File: src/rtl/pll_reset_seq.sv
// PLL lock supervisor / reset sequencer on the clkin domain; outputs registered, change on the same edge as state.
// Optional macro PLL_RESET_SEQ_RETRY_EN enables PLL reset pulsing and timeout retries; no backpressure.
module pll_reset_seq #(
    parameter int PLL_RST_CYCLES     = 16,
    parameter int LOCK_STABLE_CYCLES = 1024,
    parameter int RELOCK_TIMEOUT     = 270000,
    parameter int CNT_W              = 20
) (
    input  logic       clkin,
    input  logic       reset,
    input  logic       pll_lock,
    output logic       pll_reset,
    output logic       rst_out,
    output logic       ready,
    output logic [1:0] state,
    output logic [7:0] retry_cnt
);

    typedef enum logic [1:0] {
        S_PLL_RST   = 2'd0,
        S_WAIT_LOCK = 2'd1,
        S_STABLE    = 2'd2,
        S_RUN       = 2'd3
    } state_t;

    if (PLL_RST_CYCLES < 2 || LOCK_STABLE_CYCLES < 2 || RELOCK_TIMEOUT < 1) begin : g_bad_cfg
        $error("pll_reset_seq: illegal cycle parameters");
    end

`ifdef PLL_RESET_SEQ_RETRY_EN
    localparam state_t RESET_STATE = S_PLL_RST;
`else
    localparam state_t RESET_STATE = S_WAIT_LOCK;
`endif

    state_t             state_q, state_d;
    logic [CNT_W-1:0]   cnt_q, cnt_d;
    logic [1:0]         sync_q;
    logic               lock_s;
    logic               rst_out_q;
    logic               ready_q;

    assign lock_s = sync_q[1];

`ifdef PLL_RESET_SEQ_RETRY_EN
    logic [7:0] retry_q, retry_d;
    logic       pll_reset_q;
`endif

    always_comb begin
        state_d = state_q;
`ifdef PLL_RESET_SEQ_RETRY_EN
        retry_d = retry_q;
`endif
        case (state_q)
`ifdef PLL_RESET_SEQ_RETRY_EN
            S_PLL_RST: begin
                if (cnt_q == CNT_W'(PLL_RST_CYCLES - 1)) state_d = S_WAIT_LOCK;
            end
            // Lock takes priority over a coincident timeout.
            S_WAIT_LOCK: begin
                if (lock_s) begin
                    state_d = S_STABLE;
                end else if (cnt_q == CNT_W'(RELOCK_TIMEOUT - 1)) begin
                    state_d = S_PLL_RST;
                    if (retry_q != 8'hFF) retry_d = retry_q + 8'd1;
                end
            end
`else
            S_WAIT_LOCK: begin
                if (lock_s) state_d = S_STABLE;
            end
`endif
            S_STABLE: begin
                if (!lock_s) state_d = S_WAIT_LOCK;
                else if (cnt_q == CNT_W'(LOCK_STABLE_CYCLES - 1)) state_d = S_RUN;
            end
            S_RUN: begin
                if (!lock_s) state_d = S_WAIT_LOCK;
            end
            default: state_d = RESET_STATE;
        endcase
        cnt_d = (state_d != state_q) ? '0 : cnt_q + CNT_W'(1);
    end

    always_ff @(posedge clkin) begin
        if (reset) begin
            state_q   <= RESET_STATE;
            cnt_q     <= '0;
            sync_q    <= 2'b00;
            rst_out_q <= 1'b1;
            ready_q   <= 1'b0;
`ifdef PLL_RESET_SEQ_RETRY_EN
            retry_q     <= 8'd0;
            pll_reset_q <= 1'b1;
`endif
        end else begin
            state_q   <= state_d;
            cnt_q     <= cnt_d;
            sync_q    <= {sync_q[0], pll_lock};
            rst_out_q <= (state_d != S_RUN);
            ready_q   <= (state_d == S_RUN);
`ifdef PLL_RESET_SEQ_RETRY_EN
            retry_q     <= retry_d;
            pll_reset_q <= (state_d == S_PLL_RST);
`endif
        end
    end

    assign state   = state_q;
    assign rst_out = rst_out_q;
    assign ready   = ready_q;
`ifdef PLL_RESET_SEQ_RETRY_EN
    assign pll_reset = pll_reset_q;
    assign retry_cnt = retry_q;
`else
    assign pll_reset = 1'b0;
    assign retry_cnt = 8'd0;
`endif

endmodule

File: config.mk
export PLATFORM = sky130hd
export DESIGN_NAME = pll_reset_seq
export DESIGN_NICKNAME = d
export VERILOG_FILES = /design/src/rtl/pll_reset_seq.sv
export SDC_FILE = /design/constraint.sdc
export NUM_CORES = 1
export LEC_CHECK = 0
export ABC_AREA = 1
export BUFFER_PORTS_ARGS = -buffer_cell sky130_fd_sc_hd__clkbuf_2
export CORE_MARGIN = 10
export CORE_UTILIZATION = 30
export CTS_CLUSTER_DIAMETER = 40
export DETAILED_ROUTE_END_ITERATION = 12
export SKIP_LAST_GASP = 1
export SLEW_MARGIN = 0
export SYNTH_ARGS = -nofsm -noshare
export SYNTH_HDL_FRONTEND = slang
export SYNTH_SLANG_ARGS = --single-unit
File: constraint.sdc
create_clock -name clkin -period 1.65 [get_ports clkin]
set_input_delay 0.0825 -clock clkin [delete_from_list [all_inputs] [get_ports clkin]]
set_output_delay 0.0825 -clock clkin [all_outputs]
set_load 0.05 [all_outputs]
# == Yosys cells after proc, flatten, opt, wreduce, memory -nomap -nowiden ==
# Cells that the tools add are included.
# classes
n_eq_ne,7
addsub,1
mul,0
muxes,5
div,0
shifts,0
bitwise_logic,0
order_cmp,0
n_reduce_logical,1
# ops
op,n
adder 20 x 1 -> 20 bit (second input constant),1
equality test 20 x 10 -> 1 bit (second input constant),1
two-way mux 2 bit,4
equality test 2 bit (second input constant),3
case mux 2 bit (3 select lines),1
equality test 2 x 1 -> 1 bit (second input constant),1
!= test 2 bit,1
!= test 2 bit (second input constant),1
OR reduction 2 bit,1
# word_totals
mem_bits_rw,0
mem_bits_ro,0
out_inout_bits,13
n_memories,0
elab_cells,19
regBits,26
latch_bits,0
input_bits,3

# == Depth between registers and ports, before layout ==
# logic_depth
depth_word,6
depth_mapped,11
depth_no_buf,10

# == Worst setup path before layout ==
# No wires, ideal clock.
# synth_timing
path_type,flip-flop to flip-flop
start,register cnt_q[0]
end,register cnt_q[4]
t_arrival_ns,1.360
required_time_ns,1.533
setup_time_ns,0.117
synth_period_minus_slack_ns,1.476
slack_ns,0.174
stages_incl_launch_ff,12
n_path_buf,1
cell_sequence,dfxtp_1 -> ha_1 -> inv_2 -> nor2_4 -> nand2_4 -> inv_2 -> nand3_2 -> nand2_2 -> nand2_2 -> nand2_2 -> buf_6 -> nor2_2
# synth_between
elab_chain_cells,6
elab_cells_between_ends,7
cone_classes,1 x add/sub; 2 x eq/ne; 3 x mux; 1 x reduce/logical
# synth_lines
element,line_no,text
"start, declared",37,"logic [CNT_W-1:0] cnt_q, cnt_d;"
"start signal, assigned",99,cnt_q <= cnt_d;
equality test 20 x 10 -> 1 bit,76,else if (cnt_q == CNT_W'(LOCK_STABLE_CYCLES - 1)) state_d = S_RUN;
two-way mux 2 bit,76,
two-way mux 2 bit,75,if (!lock_s) state_d = S_WAIT_LOCK;
case mux 2 bit (3 select lines),55,case (state_q)
!= test 2 bit,83,cnt_d = (state_d != state_q) ? '0 : cnt_q + CNT_W'(1);
OR reduction 2 bit (no source line),n/a,
# Several ways; a longest one is shown, not always the timed one.
# A chain may end at the register's enable or synchronous reset.

# == Final worst setup path ==
# Same ends and word-level chain as after synthesis.

==> results.cfg <==
[min_path]
hold-path-cell-count = 2
hold_start = reset
hold_class = in2reg
holdPathEnd = sync_q[0]$_SDFF_PP0_

[yosys]
netlist_instances = 185
netlist_area_um2 = 1363
yosysSeqAreaShare_pct = 38.20
synth_cell_type_count = 23
synth.ff_latch_count = 26
avgSynthCellArea_um2 = 7.365
yosysWarnings = 0

[placed_design]
placed_area_um2 = 1433
routabilityCongestion = 0.8020
dp_hpwl_um = 1791
dpl.cell_count = 243
portBuffers = 6

[clocking]
cts_buffers = 3
h-tree-depth = 1
cts.clk_slew.worst_paths_ns = 0.08
worst_skew_pair.late_latency_ns = 0.27
clock-sinks = 26
cts_max_path_buffers = 2
cts_resized = 0
cts_tree = yes
cts_root_buf = clkbuf_8
cts_hold_buf = 1
cts_setup_buffers = 0

[global_routing]
overflow = 0
antenna_found_initial = 0
grt_pass1_vias = 923
grt_usage_pct = 6.645
grt_first_pass_wirelength_um = 4133
grt_max_degree = 21

[layout]
final_layout_size_suffix_gt1_share_pct = 23.98
fillers = 476
fin_cells = 248
fin_util_pct = 34.16
final_common_cell = nand2_1
seq_area_um2 = 520.5
final_area_um2 = 1498
area_growth_pct = 9.918
diodes = 0
layout_common_cells = nand2_1, nor2_1, dfxtp_1, nor2_2, inv_1
multi_input_area_um2 = 703.2
nNetsFinal = 201

[setup_path]
r2r_start = cnt_q[0]$_SDFF_PP0_
reg2reg_depth = 11
r2r_setup_slack_ns = 0.15
r2r-end = cnt_q[4]$_SDFF_PP0_
cp.arrival_ns = 1.67
worstPathRequired_ns = 1.82
path_class = reg2reg
critPathLaunchType = register
critPathCaptureType = register
crit_fanout = 20

[power]
p_leak_nw = 0.5598
power_density_nw_per_um2 = 785.7
ir_drop_mv = 0.5705

[sta]
fin_setup_tns_ns = 0
worst_clock_skew_ns = 0.008822
fin_crit_sh_pct = 91.06
min_period_ns = 1.502
finalSetupViolations = 0
max_freq_ghz = 0.6656
slew_violations = 0
finalHoldViolations = 0
rsz0062_at_grt = false

[detailed_routing]
drc_errors = 0
detail_route.iter0.violations = 104
totalWireLength_um = 2294
dr.pass1.iters = 5
avgViaCountPerCell = 4.032
routed-via-count = 1000
drtAntennaViolNets = 0
wl_per_cell_um = 9.250

[run_status]
run_status = finished, final reports clean

[floorplanning]
fp.dieH_um = 87.40
core-area_um2 = 4384
num_io_pins = 16
dieWidth_um = 87.40
initial_core_util_pct = 31.08
dieArea_um2 = 7638
rows = 24

[flow_run]
maxCapViolations = 0
==> final cells by class <==
class	count	area share [%]
Multi-Input combinational cell	135	46.95
Inverter	21	5.263
Timing Repair Buffer	10	5.013
Tap cell	52	4.344
Clock buffer	4	3.676
Sequential cell	26	34.75
==> logic make-up (layout without fill, tap and decap cells) <==
group | after synthesis | in the layout | synth area share, %
xor+xnor | 14 | 14 | 8.999
buf+inv | 32 | 35 | 12.40
compound gates | 3 | 3 | 1.469
other cells | 1 | 9 | 0.2752
flops | 26 | 26 | 38.20
simple gates | 108 | 108 | 37.74
fa+ha+maj | 1 | 1 | 0.9181
==> stage by stage <==
step	hold WS [ns]	setup slack, ns	total power, mW
after global routing	0.04685	0.01245	1.233
after CTS	0.02569	0.1229	1.196
after global placement	0.2788	0.1792	0.7769
after floorplan	0.1537	0.1736	0.7777
after detailed placement	0.2835	0.1390	0.7790
final	0.03330	0.1476	1.177
==> worst max-delay path by stage <==
stage                   startpoint                    to  depth (start not counted)
6_report       cnt_q[0]$_SDFF_PP0_   cnt_q[4]$_SDFF_PP0_                         11
5_1_grt        cnt_q[0]$_SDFF_PP0_  cnt_q[17]$_SDFF_PP0_                         11
4_1_cts        cnt_q[0]$_SDFF_PP0_  cnt_q[12]$_SDFF_PP0_                         11
3_5_place_dp   cnt_q[0]$_SDFF_PP0_  cnt_q[17]$_SDFF_PP0_                         11
3_3_place_gp   cnt_q[0]$_SDFF_PP0_  cnt_q[12]$_SDFF_PP0_                         11
2_1_floorplan  cnt_q[0]$_SDFF_PP0_   cnt_q[4]$_SDFF_PP0_                         11
==> synthesized netlist by cell type <==
master,instances,area [um^2]
nand2_1,39,146.4
dfxtp_1,26,520.5
nor2_1,26,97.59
nor2_2,24,150.1
inv_1,18,67.56
buf_4,9,67.56
nand3_1,9,45.04
xnor2_1,7,61.31
xor2_1,7,61.31
nand2_2,4,25.02
inv_2,3,11.26
buf_6,2,22.52
a211oi_1,1,7.510
a21o_1,1,7.510
conb_1,1,3.750
ha_1,1,12.51
nand2_4,1,11.26
nand3_2,1,10.01
nand4_1,1,6.260
nor2_4,1,11.26
nor3_1,1,5.000
o21ai_0,1,5.000
or2_1,1,6.260
==> sequential cells by signal (all words and copies together), names as in the netlist <==
name and count:
sync_q 2, ready 1, rst_out 1, state 2
cnt_q 20
==> worst max-delay path: stages (launching register included) <==
cell and delay, ns:
dfxtp_1 0.39, ha_1 0.20, inv_2 0.05, nor2_4 0.13, nand2_4 0.09, inv_2 0.06, nand3_2 0.06, nand2_2 0.08
nand2_2 0.05, nand2_2 0.07, buf_12 0.18, nor2_2 0.04
==> routing by layer <==
layer  routed length (um)  global-route usage (%)
met1                 1153                   8.306
met2                 1014                   10.52
met3                  113                   2.622
met4                   12                   1.304
met5                    0                       0
==> where the power goes <==
group | switching [mW] | internal [mW] | leakage [nW]
clock | 0.198 | 0.213 | 0.0288
sequential | 0.00831 | 0.638 | 0.211
combinational | 0.0925 | 0.0262 | 0.320
total | 0.299 | 0.878 | 0.560
(Power assumes the default switching activity.)
